$ cat config.mk
export PLATFORM = sky130hd
export DESIGN_NAME = ppu_oam_dma
export DESIGN_NICKNAME = d
export VERILOG_FILES = /design/src/rtl/ppu_oam_dma.sv
export SDC_FILE = /design/constraint.sdc
export NUM_CORES = 1
export LEC_CHECK = 0
export ABC_AREA = 0
export BUFFER_PORTS_ARGS = -buffer_cell sky130_fd_sc_hd__buf_2
export CAP_MARGIN = 20
export CELL_PAD_IN_SITES_DETAIL_PLACEMENT = 1
export CELL_PAD_IN_SITES_GLOBAL_PLACEMENT = 1
export CORE_MARGIN = 8
export CORE_UTILIZATION = 42
export DETAILED_ROUTE_END_ITERATION = 7
export GPL_ROUTABILITY_DRIVEN = 0
export PLACE_DENSITY = 0.85
export SETUP_SLACK_MARGIN = 0.02
export SLEW_MARGIN = 20
export SYNTH_ARGS = -nofsm -noshare
export SYNTH_HDL_FRONTEND = slang
export SYNTH_SLANG_ARGS = --single-unit
$ cat constraint.sdc
create_clock -name clk -period 4.3 [get_ports clk]
set_input_delay 0.43 -clock clk [delete_from_list [all_inputs] [get_ports clk]]
set_output_delay 0.43 -clock clk [all_outputs]
set_load 0.01 [all_outputs]
$ cat src/rtl/ppu_oam_dma.sv
// rtl/ppu_oam_dma.sv - $4014 sprite DMA: halts the CPU and copies one CPU page into primary OAM
module ppu_oam_dma #(
    parameter int N_BYTES = 256
) (
    input  logic        clk,
    input  logic        reset,
    input  logic        cpu_cen,
    input  logic        reg_wr,
    input  logic [7:0]  reg_data,
    input  logic [7:0]  oam_base,
    output logic        cpu_halt,
    output logic        dma_rd,
    output logic [15:0] dma_addr,
    input  logic [7:0]  dma_data_in,
    output logic        oam_wr,
    output logic [7:0]  oam_wr_addr,
    output logic [7:0]  oam_wr_data,
    output logic        busy,
    output logic        done
);

    localparam int IW = $clog2(N_BYTES + 1);

    typedef enum logic [2:0] {
        S_IDLE,
        S_HALT,
        S_ALIGN,
        S_READ,
        S_WRITE
    } state_t;

    state_t        state, state_nx;
    logic          par;
    logic [IW-1:0] idx, idx_nx;
    logic [7:0]    page, page_nx;
    logic [7:0]    base, base_nx;
    logic [7:0]    latch, latch_nx;
    logic          done_nx;
    logic [7:0]    idx8;

    assign idx8 = 8'(idx);

    // CPU-cycle parity: 0 = get (read) cycle, 1 = put (write) cycle; free-running
    always_ff @(posedge clk or posedge reset) begin
        if (reset) begin
            par <= 1'b0;
        end else if (cpu_cen) begin
            par <= ~par;
        end
    end

    // State, transfer context and data latch registers
    always_ff @(posedge clk or posedge reset) begin
        if (reset) begin
            state <= S_IDLE;
            idx   <= '0;
            page  <= 8'h00;
            base  <= 8'h00;
            latch <= 8'h00;
            done  <= 1'b0;
        end else begin
            state <= state_nx;
            idx   <= idx_nx;
            page  <= page_nx;
            base  <= base_nx;
            latch <= latch_nx;
            done  <= done_nx;
        end
    end

    // Next-state logic; everything holds on clk edges without cpu_cen
    always_comb begin
        state_nx = state;
        idx_nx   = idx;
        page_nx  = page;
        base_nx  = base;
        latch_nx = latch;
        done_nx  = 1'b0;
        if (cpu_cen) begin
            case (state)
                S_IDLE: begin
                    if (reg_wr) begin
                        page_nx  = reg_data;
                        base_nx  = oam_base;
                        idx_nx   = '0;
                        state_nx = S_HALT;
                    end
                end
                // The cycle after HALT has parity ~par; reads must land on parity 0
                S_HALT:  state_nx = par ? S_READ : S_ALIGN;
                S_ALIGN: state_nx = S_READ;
                S_READ: begin
                    latch_nx = dma_data_in;
                    state_nx = S_WRITE;
                end
                S_WRITE: begin
                    if (idx == IW'(N_BYTES - 1)) begin
                        state_nx = S_IDLE;
                        done_nx  = 1'b1;
                    end else begin
                        idx_nx   = idx + IW'(1);
                        state_nx = S_READ;
                    end
                end
                default: state_nx = S_IDLE;
            endcase
        end
    end

    // Moore outputs decoded from state; the OAM strobe is narrowed to the cpu_cen clk
    always_comb begin
        busy        = (state != S_IDLE);
        cpu_halt    = busy;
        dma_rd      = (state == S_READ);
        dma_addr    = dma_rd ? {page, idx8} : 16'h0000;
        oam_wr      = (state == S_WRITE) && cpu_cen;
        oam_wr_addr = (state == S_WRITE) ? (base + idx8) : 8'h00;
        oam_wr_data = (state == S_WRITE) ? latch : 8'h00;
    end

endmodule

Word level (Yosys, flattened, before mapping)
Index checks and enable logic that the tools add are counted.
{"block": "totals", "ff_bits": 38, "latchBits": 0, "mem_bits_rw": 0, "romBits": 0, "input_bits": 28, "wordCells": 38, "mem_count": 0}
{"block": "op_classes", "addsub": 2, "mul": 0, "div": 0, "n_lt_le_gt_ge": 0, "n_eq_ne": 7, "shifts": 0, "muxes": 13, "bitwise_logic": 1, "reduce_logical": 8}
{"cell": "2-to-1 mux 9 bit", "count": 2}
{"cell": "case mux 9 bit (2 select lines)", "count": 1}
{"cell": "2-to-1 mux 16 bit", "count": 1}
{"cell": "2-to-1 mux 8 bit", "count": 2}
{"cell": "case mux 3 bit (5 select lines)", "count": 1}
{"cell": "adder 9 x 1 -> 9 bit (second input constant)", "count": 1}
{"cell": "== test 9 x 8 -> 1 bit (second input constant)", "count": 1}
{"cell": "adder 8 bit", "count": 1}
{"cell": "== test 3 x 2 -> 1 bit (second input constant)", "count": 2}
{"cell": "2-to-1 mux 1 bit", "count": 4}
{"cell": "inequality test 2 bit (second input constant)", "count": 2}
{"cell": "AND reduction 2 bit", "count": 2}
{"cell": "AND reduction 4 bit", "count": 1}
{"cell": "== test 3 x 1 -> 1 bit (second input constant)", "count": 1}
{"cell": "== test 3 bit (second input constant)", "count": 1}
{"cell": "logical NOT 3 bit", "count": 1}
{"cell": "2-to-1 mux 3 bit", "count": 1}
{"cell": "AND reduction 3 bit", "count": 1}
{"cell": "nonzero test 3 bit", "count": 1}
{"cell": "2-to-1 mux 2 bit", "count": 1}
{"cell": "nonzero test 2 bit", "count": 1}
{"cell": "logical AND 1 bit", "count": 1}
{"cell": "inverter 1 bit", "count": 1}

Longest topological paths before layout
Gate-level depths: netlist (run 1).
{"block": "depth", "depth_word": 4, "depth_mapped": 8, "ltp_nobuf": 8}

Worst setup path before layout (run 1)
Ideal clock, no wire load.
{"block": "synth_path", "path_kind": "flip-flop to output port", "start": "reg idx[0]", "end": "out oam_wr_addr[4]", "t_arrival_ps": 1680, "required_time_ps": 3870, "slack_ps": 2190, "stages_incl_launch_ff": 6, "path_buffers": 0, "cell_sequence": "dfrtp_1 ha_1 fa_1 a21oi_1 o21ai_0 nor3b_1"}
{"block": "synth_between", "elab_chain_len": 2}
{"item": "start: declaration", "line_no": "34", "source": "logic [IW-1:0] idx, idx_nx;"}
{"item": "start signal: assignment", "line_no": "63", "source": "idx <= idx_nx;"}
{"item": "adder 8 bit", "line_no": "117", "source": "oam_wr_addr = (state == S_WRITE) ? (base + idx8) : 8'h00;"}
{"item": "2-to-1 mux 8 bit", "line_no": "117"}
{"item": "end: declaration", "line_no": "16", "source": "output logic [7:0] oam_wr_addr,"}
No other way between the ends.

Worst setup path in the final report (run 1)
{"block": "layout_path", "start": "reg idx[0]", "end": "out oam_wr_addr[6]"}
The elaborated chain is that of the path after synthesis.

==> flow_summary.yaml, run 1 <==
global_routing:
  grt_first_pass_wirelength_microns: 9540
  grt_antenna_before_repair: 0
  grt_overflow: 0
  grt_max_degree: 39
  grt_pass1_vias: 2038
  grt_usage: 0.155
sta:
  grt_setup_unrepaired: "no"
  relSlewSlack: 0.350
  finalCriticalPeriod_ns: 2.61
  fmax_mhz: 382
  fin_tns_setup_ns: 0
  setup_violations: 0
  worst_pin_slew_ns: 0.971
  fin_crit_sh: 0.608
  finalMaxSlewViolations: 0
  hold_viol: 0
  finClkSkew_ns: 0.00567
logic_synthesis:
  synth_area_leaders: "dfrtp_1 43%, mux2_2 10%, and2_1 7.3%"
  ys_ff_latch: 38
  synth_cell_types: 42
  synthesis.area_sq_um: 2230
  synth_nets: 253
  yosys.area.top_type: "dfrtp_1"
  synth_warnings: 0
  synth_edf_count: 0
  syn_area_per_cell_sq_um: 10.4
  yosysTopAreaCellShare: 0.426
  ys_seq_area_frac: 0.426
  synth_cells: 215
  async_flop_share: 1.00
  ys.flop_type: "dfrtp_1"
floorplan:
  num_rows: 26
  core_area_sq_um: 5110
  ios: 65
  dieArea_sq_um: 7910
  die_w_microns: 88.9
  die_h_microns: 88.9
  initial_core_util: 0.438
critical_path:
  cp.arrival_ns: 2.18
  r2r_end: "latch[1]"
  ff2ff_path_depth: 4
  critical_path_class: "flop to primary output"
  worstSetupEndpoint: "oam_wr_addr[6]"
  startpoint: "idx[0]"
  crit_path_end_kind: "primary output"
  cp_max_fo: 7
  r2r_start: "state[0]"
  required_ns: 3.87
  reg2reg_setup_slack_ns: 1.96
  cp-start-kind: "flop"
cells_and_area:
  n_fill_cell: 619
  drive_gt1_frac: 0.356
  mostFrequentLayoutCells: "64 x buf_2, 38 x dfrtp_1, 26 x and2_1"
  seqCellArea_sq_um: 951
  final_area_sq_um: 2670
  multi_input_comb_area_sq_um: 1170
  post-route-util: 0.522
  diodes: 0
  layout_commonest_cell: "buf_2"
  areaGrowthSynthToFinish_pct: 19.3
  finalNetCount: 315
route:
  dr.pass1.iters: 4
  viasPerCell: 5.28
  postRouteAntennaNets: 0
  vias: 1839
  drt_wl_total_microns: 5800
  drtIter0Drc: 33
  drc: 0
  wl_per_cell_microns: 16.7
clock_tree:
  htreeDepth: 2
  postCtsSetupBuffers: 0
  cts-root-buf: "clkbuf_8"
  clock_sinks: 38
  path_clk_slew_ns: 0.08
  cts.path.max_buffers: 2
  postCtsHoldBufs: 0
  clkLatencyLatePin_ns: 0.29
  cts_made_buffers: 5
  cts_resized: 0
  cts_tree: "built"
power:
  power_switching_uw: 626
  powerDensity_nw_per_um2: 598
  p_seq_frac: 0.409
  clkPwrFrac: 0.163
  vdd_drop_max_uv: 333
  power.internal_uw: 967
  p_comb_frac: 0.428
  power.leakage_uw: 0.00127
  switching_share: 0.393
placement:
  placed_area_sq_um: 2570
  io_buffers: 64
  dp_hpwl_microns: 4410
min_path:
  hp-class: "input port to asynchronous set/reset pin"
flow_run:
  cap_violations: 0
status:
  status: "completed"
-- synthesized netlist by cell type (3+ instances only) --
cell and number:
a21oi_1 12, or4_1 3, ha_1 9, o21ai_0 10, a211oi_1 3, buf_4 3, inv_1 8, nand3_1 7
mux2_1 4, clkbuf_1 3, nor3_1 4, and2_1 26, xnor2_1 5, mux2_2 20, nand2_1 14, dfrtp_1 38
nor2_1 8, buf_6 4, o31ai_1 4
-- worst max-delay path, cell delays in order, from the launching register on --
cell      delay, ns
dfrtp_1        0.45
ha_1           0.26
fa_1           0.41
a21oi_1        0.20
o21ai_0        0.18
nand4b_1       0.14
o211ai_1       0.09
buf_2          0.15
-- power groups by stage --
stage | Clock, uW | Sequential, uW | Combinational [uW]
after floorplan | 0 | 596 | 561
after global placement | 0 | 649 | 650
after detailed placement | 0 | 660 | 687
after CTS | 270 | 653 | 694
after global routing | 282 | 675 | 762
final | 260 | 652 | 681
-- logic make-up (layout without fill, tap and decap cells) --
group	Yosys count	in the layout	synth area share
fa+ha+maj	10	10	0.0594
mux	24	24	0.121
flops	38	38	0.426
xor+xnor	7	7	0.0274
simple gates	78	78	0.199
buf+inv	19	82	0.0509
compound gates	39	39	0.117
-- area by class of cell --
type | count | area share
Multi-Input combinational cell | 158 | 0.439
Sequential cell | 38 | 0.357
Timing Repair Buffer | 66 | 0.126
Tap cell | 70 | 0.0329
Clock buffer | 7 | 0.0324
Inverter | 8 | 0.0113
Clock inverter | 1 | 0.00188
-- per-stage QoR --
| stage | hold slack (ns) | setup WS [ns] | cells | total power (uW) |
|---|---|---|---|---|
| 3_3_place_gp | 0.457 | 2.00 | 340 | 1300 |
| 5_1_grt | 0.299 | 1.49 | 348 | 1720 |
| 2_1_floorplan | 0.441 | 2.19 | 215 | 1160 |
| 4_1_cts | 0.263 | 1.65 | 348 | 1620 |
| 3_5_place_dp | 0.470 | 1.98 | 340 | 1350 |
| 6_report | 0.250 | 1.69 | 348 | 1590 |
-- flip-flops by register name (all words and copies together) (netlist names) --
register / cells
idx: 9
par: 1
latch: 8
page: 8
done: 1
state: 3
base: 8
-- worst min path at each step --
stage,slack (ns),start,to,depth (start not counted)
2_1_floorplan,0.44,par,par,1
3_3_place_gp,0.46,par,par,1
3_5_place_dp,0.47,page[1],page[1],1
4_1_cts,0.26,reset,latch[2],3
5_1_grt,0.30,reset,latch[5],3
6_report,0.25,reset,par,3
-- per-layer routing --
layer,global-route usage,routed length [microns],vias up
li1,-,-,874
met1,0.170,2390,909
met2,0.253,2760,48
met3,0.0772,570,8
met4,0.0529,78,0
met5,0,0,-
(Power assumes the default switching activity.)
==> run 2: changes to the inputs <==
--- a/config.mk
+++ b/config.mk
@@ -11,10 +11,10 @@
 export CELL_PAD_IN_SITES_DETAIL_PLACEMENT = 1
 export CELL_PAD_IN_SITES_GLOBAL_PLACEMENT = 1
 export CORE_MARGIN = 8
-export CORE_UTILIZATION = 42
+export CORE_UTILIZATION = 35
 export DETAILED_ROUTE_END_ITERATION = 7
 export GPL_ROUTABILITY_DRIVEN = 0
-export PLACE_DENSITY = 0.85
+export PLACE_DENSITY = 0.76
 export SETUP_SLACK_MARGIN = 0.02
 export SLEW_MARGIN = 20
 export SYNTH_ARGS = -nofsm -noshare
==> constraint.sdc (replaced) <==
create_clock -name clk -period 2.2 [get_ports clk]
set_input_delay 0.22 -clock clk [delete_from_list [all_inputs] [get_ports clk]]
set_output_delay 0.22 -clock clk [all_outputs]
set_load 0.01 [all_outputs]
==> flow_summary.yaml, run 2 (same netlist as run 1, synthesis figures left out) <==
status:
  status: "finished with violations"
  violations: "negative setup slack"
critical_path:
  critPathMaxStageDelay_ns: 0.45
  cp_max_fo: 4
  required_ns: 1.98
  cp.arrival_ns: 1.98
  crit_family: "adder cells"
  crit_path_end_kind: "primary output"
  worstSetupEndpoint: "oam_wr_addr[6]"
  cp-start-kind: "flop"
  r2r_start: "idx[3]"
  startpoint: "idx[0]"
  reg2reg_setup_slack_ns: 0.12
  crit_buf_inv: 1
  critical_path_depth: 6
  cp_slowest_cell: "dfrtp_2"
  cp_cell_sequence: "ha_4, fa_2, a21oi_4, o21ai_2, o211ai_1, buf_2"
  r2r_end: "idx[7]"
  ff2ff_path_depth: 8
  critical_path_class: "flop to primary output"
cells_and_area:
  post-route-util: 0.474
  layout_commonest_cell: "buf_2"
  diodes: 0
  mostFrequentLayoutCells: "64 x buf_2, 33 x dfrtp_1, 26 x and2_1"
  top_register: "idx"
  areaGrowthSynthToFinish_pct: 33.1
  largest_register_ffs: 9
  drive_gt1_frac: 0.475
  finalNetCount: 332
  final_area_sq_um: 2970
floorplan:
  die_h_microns: 95.9
  die_w_microns: 95.9
  core_area_sq_um: 6280
  dieArea_sq_um: 9200
  ios: 65
  initial_core_util: 0.356
  num_rows: 29
sta:
  finClkSkew_ns: 0.00596
  finalMaxSlewViolations: 0
  grt_setup_unrepaired: "yes"
  timing.final.ws_setup_ns: -0.00417
  relSlewSlack: 0.665
  setup_violations: 1
  fin_crit_sh: 1.00
  finalCriticalPeriod_ns: 2.20
  hold_viol: 0
  fmax_mhz: 454
  worst_pin_slew_ns: 0.502
global_routing:
  grt_usage: 0.139
  grt_antenna_before_repair: 0
  grt_max_degree: 39
  grt_pass1_vias: 2011
  grt_overflow: 0
  grt_first_pass_wirelength_microns: 10100
clock_tree:
  clock_sinks: 38
  path_clk_slew_ns: 0.09
  cts_made_buffers: 5
  htreeDepth: 2
  cts-root-buf: "clkbuf_8"
  postCtsHoldBufs: 0
  cts_tree: "built"
  cts.path.max_buffers: 2
  clkLatencyLatePin_ns: 0.30
route:
  wl_per_cell_microns: 17.3
  postRouteAntennaNets: 0
  wl_met2_microns: 3130
  drtIter0Drc: 107
  dr.max_layer_used: "met4"
  drt_wl_total_microns: 6420
  wl_met3_microns: 542
  wl_met1_microns: 2680
  vias: 1937
  dr.pass1.iters: 4
  drc: 0
  viasPerCell: 5.21
min_path:
  hp-class: "input port to asynchronous set/reset pin"
power:
  total_power_uw: 3580
  powerDensity_nw_per_um2: 1200
  vdd_drop_max_uv: 504
  power.leakage_uw: 0.00136
flow_run:
  cap_violations: 0
placement:
  dp_hpwl_microns: 4520
  io_buffers: 64
  placed_area_sq_um: 2670
[run 2: cell types whose count changed in the layout (fill, tap and decap cells not counted), sizes merged]
cell,delta
buf,+17
clkbuf,-2
clkinv,+1
clkinvlp,+1
[run 2: routing by layer]
layer | vias up | track usage
met1 | 962 | 0.167
met3 | 9 | 0.0593
met2 | 54 | 0.227
li1 | 912 | -
met4 | 0 | 0.0282
met5 | - | 0
[run 2: cell type report]
type | instances | area, sq um
Clock inverter | 3 | 21.3
Sequential cell | 38 | 957
Multi-Input combinational cell | 158 | 1310
Tap cell | 77 | 96.3
Fill cell | 734 | 3300
Timing Repair Buffer | 83 | 488
Inverter | 8 | 30.0
Clock buffer | 5 | 68.8
[run 2: worst min path at each step]
| stage | end | slack (ns) |
|---|---|---|
| 3_3_place_gp | latch[2] | 0.37 |
| 6_report | page[3] | 0.05 |
| 4_1_cts | latch[1] | 0.06 |
| 5_1_grt | page[5] | 0.10 |
| 2_1_floorplan | page[0] | 0.35 |
| 3_5_place_dp | latch[2] | 0.38 |
[run 2: worst reg2reg max path: stages (launching register included)]
cell     delay, ns
dfrtp_2       0.44
buf_4         0.17
nand4_1       0.14
nor2_1        0.07
ha_1          0.22
nor2b_2       0.19
o21ai_4       0.10
or4_1         0.54
a21oi_1       0.15
[run 2: where the power goes]
part	total [uW]	internal [uW]	switching (uW)
Combinational	1800	910	891
Clock	499	223	276
Sequential	1280	1010	264
[run 2: stage by stage]
step	hold slack (ns)	TNS (ns)	worst slack, ns	instances
after floorplan	0.355	0	0.215	215
after global placement	0.368	0	0.130	355
after detailed placement	0.376	0	0.0502	355
after CTS	0.0573	0	0.0272	365
after global routing	0.100	-0.153	-0.0638	372
final	0.0453	-0.00417	-0.00417	372
[run 2: what timing repair did]
| item | 4_1_cts | 5_1_grt |
|---|---|---|
| setup buffers | 2 | 7 |
| cloned | 0 | 0 |
| setup endpoints to repair | 3 | 6 |
| resized for setup | 14 | 16 |
| pin swaps | 1 | 6 |
==> run 3: changes to the inputs <==
--- a/config.mk
+++ b/config.mk
@@ -11,10 +11,11 @@
 export CELL_PAD_IN_SITES_DETAIL_PLACEMENT = 1
 export CELL_PAD_IN_SITES_GLOBAL_PLACEMENT = 1
 export CORE_MARGIN = 8
-export CORE_UTILIZATION = 35
+export CORE_UTILIZATION = 37
+export CTS_BUF_LIST = sky130_fd_sc_hd__clkbuf_8
 export DETAILED_ROUTE_END_ITERATION = 7
 export GPL_ROUTABILITY_DRIVEN = 0
-export PLACE_DENSITY = 0.76
+export PLACE_DENSITY = 0.8
 export SETUP_SLACK_MARGIN = 0.02
 export SLEW_MARGIN = 20
 export SYNTH_ARGS = -nofsm -noshare
==> flow_summary.yaml, run 3 (same netlist as run 1, synthesis figures left out) <==
clock_tree:
  clkLatencyLatePin_ns: 0.29
  cts_made_buffers: 5
  htreeDepth: 2
  clock_sinks: 38
  cts.path.max_buffers: 2
  path_clk_slew_ns: 0.08
  cts_tree: "built"
  cts-root-buf: "clkbuf_8"
floorplan:
  die_w_microns: 93.7
  ios: 65
  core_area_sq_um: 5890
  dieArea_sq_um: 8780
  initial_core_util: 0.380
  die_h_microns: 93.7
  num_rows: 28
global_routing:
  grt_max_degree: 39
  grt_first_pass_wirelength_microns: 10500
  grt_pass1_vias: 2184
  grt_usage: 0.149
  grt_antenna_before_repair: 0
  grt_overflow: 0
flow_run:
  cap_violations: 0
cells_and_area:
  mostFrequentLayoutCells: "64 x buf_2, 31 x dfrtp_1, 26 x and2_1"
  drive_gt1_frac: 0.476
  n_fill_cell: 679
  multi_input_comb_area_sq_um: 1300
  instances_no_fill: 365
  largest_register_ffs: 9
  finalNetCount: 327
  seqCellArea_sq_um: 960
  areaGrowthSynthToFinish_pct: 32.8
  post-route-util: 0.504
  top_register: "idx"
  diodes: 0
  layout_commonest_cell: "buf_2"
sta:
  finClkSkew_ns: 0.00156
  hold_viol: 0
  finalMaxSlewViolations: 0
  setup_violations: 0
  fmax_mhz: 463
  relSlewSlack: 0.678
  finalCriticalPeriod_ns: 2.16
  hold_slack_ns: 0.0277
  timing.final.ws_setup_ns: 0.0402
  worst_pin_slew_ns: 0.483
  fin_crit_sh: 0.982
  grt_setup_unrepaired: "yes"
power:
  p_comb_frac: 0.455
  switching_share: 0.375
  total_power_uw: 3750
  power_switching_uw: 1410
  powerDensity_nw_per_um2: 1260
  power.leakage_uw: 0.00135
  clkPwrFrac: 0.201
  vdd_drop_max_uv: 588
  power.internal_uw: 2350
  p_seq_frac: 0.344
critical_path:
  cp_cell_sequence: "ha_4, fa_2, a21oi_2, o21ai_2, nand4b_1, o211ai_1, buf_2"
  cp.arrival_ns: 1.94
  cp_max_fo: 3
  cp-start-kind: "flop"
  crit_buf_inv: 1
  cp_slowest_cell: "dfrtp_2"
  critPathMaxStageDelay_ns: 0.45
  required_ns: 1.98
  critical_path_class: "flop to primary output"
  crit_family: "adder cells"
  crit_path_end_kind: "primary output"
min_path:
  hp-class: "input port to asynchronous set/reset pin"
route:
  postRouteAntennaNets: 0
  drc: 0
  drt_wl_total_microns: 6450
  vias: 1892
  dr.pass1.iters: 4
  viasPerCell: 5.18
  drtIter0Drc: 102
  wl_per_cell_microns: 17.7
placement:
  io_buffers: 64
  dp_hpwl_microns: 4440
  post-place-ws_ns: 0.0915
  dp.cells: 351
status:
  status: "completed"
[run 3: cell types whose count changed in the layout (fill, tap and decap cells not counted), moves of 2 or more]
cell / previous run / this run
dfrtp_1: 33 / 31
buf_4: 17 / 13
dfrtp_2: 5 / 7
bufinv_16: 0 / 2
[run 3: power by group through the flow]
stage / registers (uW) / clock network [uW] / logic, uW
floorplan: 1160 / 0 / 1100
global placement: 1250 / 0 / 1380
detailed placement: 1280 / 0 / 1410
CTS: 1270 / 765 / 1580
global route: 1340 / 791 / 1890
finish: 1290 / 754 / 1710
[run 3: through the flow]
step	TNS (ns)	area, sq um
floorplan	0	2230
global placement	0	2640
detailed placement	0	2640
CTS	0	2880
global route	-0.121	2970
finish	0	2970
[run 3: tightest hold or removal path: stages]
cell	delay, ns
buf_2	0.09
inv_1	0.04
buf_4	0.41
[run 3: layer usage]
metal | vias to the layer above | part of all wire | global-route usage
met1 | 938 | 0.40 | 0.170
met2 | 55 | 0.50 | 0.254
li1 | 891 | - | -
met3 | 8 | 0.080 | 0.0600
met4 | 0 | 0.012 | 0.0343
met5 | - | 0 | 0
[run 3: layout make-up]
type	count	share of cell area
Clock buffer	6	0.0278
Clock inverter	2	0.0202
Inverter	8	0.0101
Multi-Input combinational cell	158	0.439
Sequential cell	38	0.323
Tap cell	75	0.0316
Timing Repair Buffer	78	0.148
[run 3: worst paths after layout]
check | cells after the start | slack, ns | from | to
hold / removal | 3 | 0.03 | reset | page[4]
min in group clk | 2 | 0.13 | reg_data[1] | page[1]
max in group asynchronous | 3 | 1.81 | reset | idx[6]
setup / recovery | 7 | 0.04 | idx[0] | oam_wr_addr[6]
hold reg to reg | 1 | 0.47 | par | par
setup reg to reg | 8 | 0.07 | idx[6] | idx[5]
[run 3: what timing repair did]
| action | in CTS | in global routing |
|---|---|---|
| endpoints found under the setup margin | 4 | 17 |
| pin swaps | 1 | 4 |
| setup buffers | 4 | 2 |
| gates resized for setup | 16 | 17 |
| hold buffers | 0 | 0 |
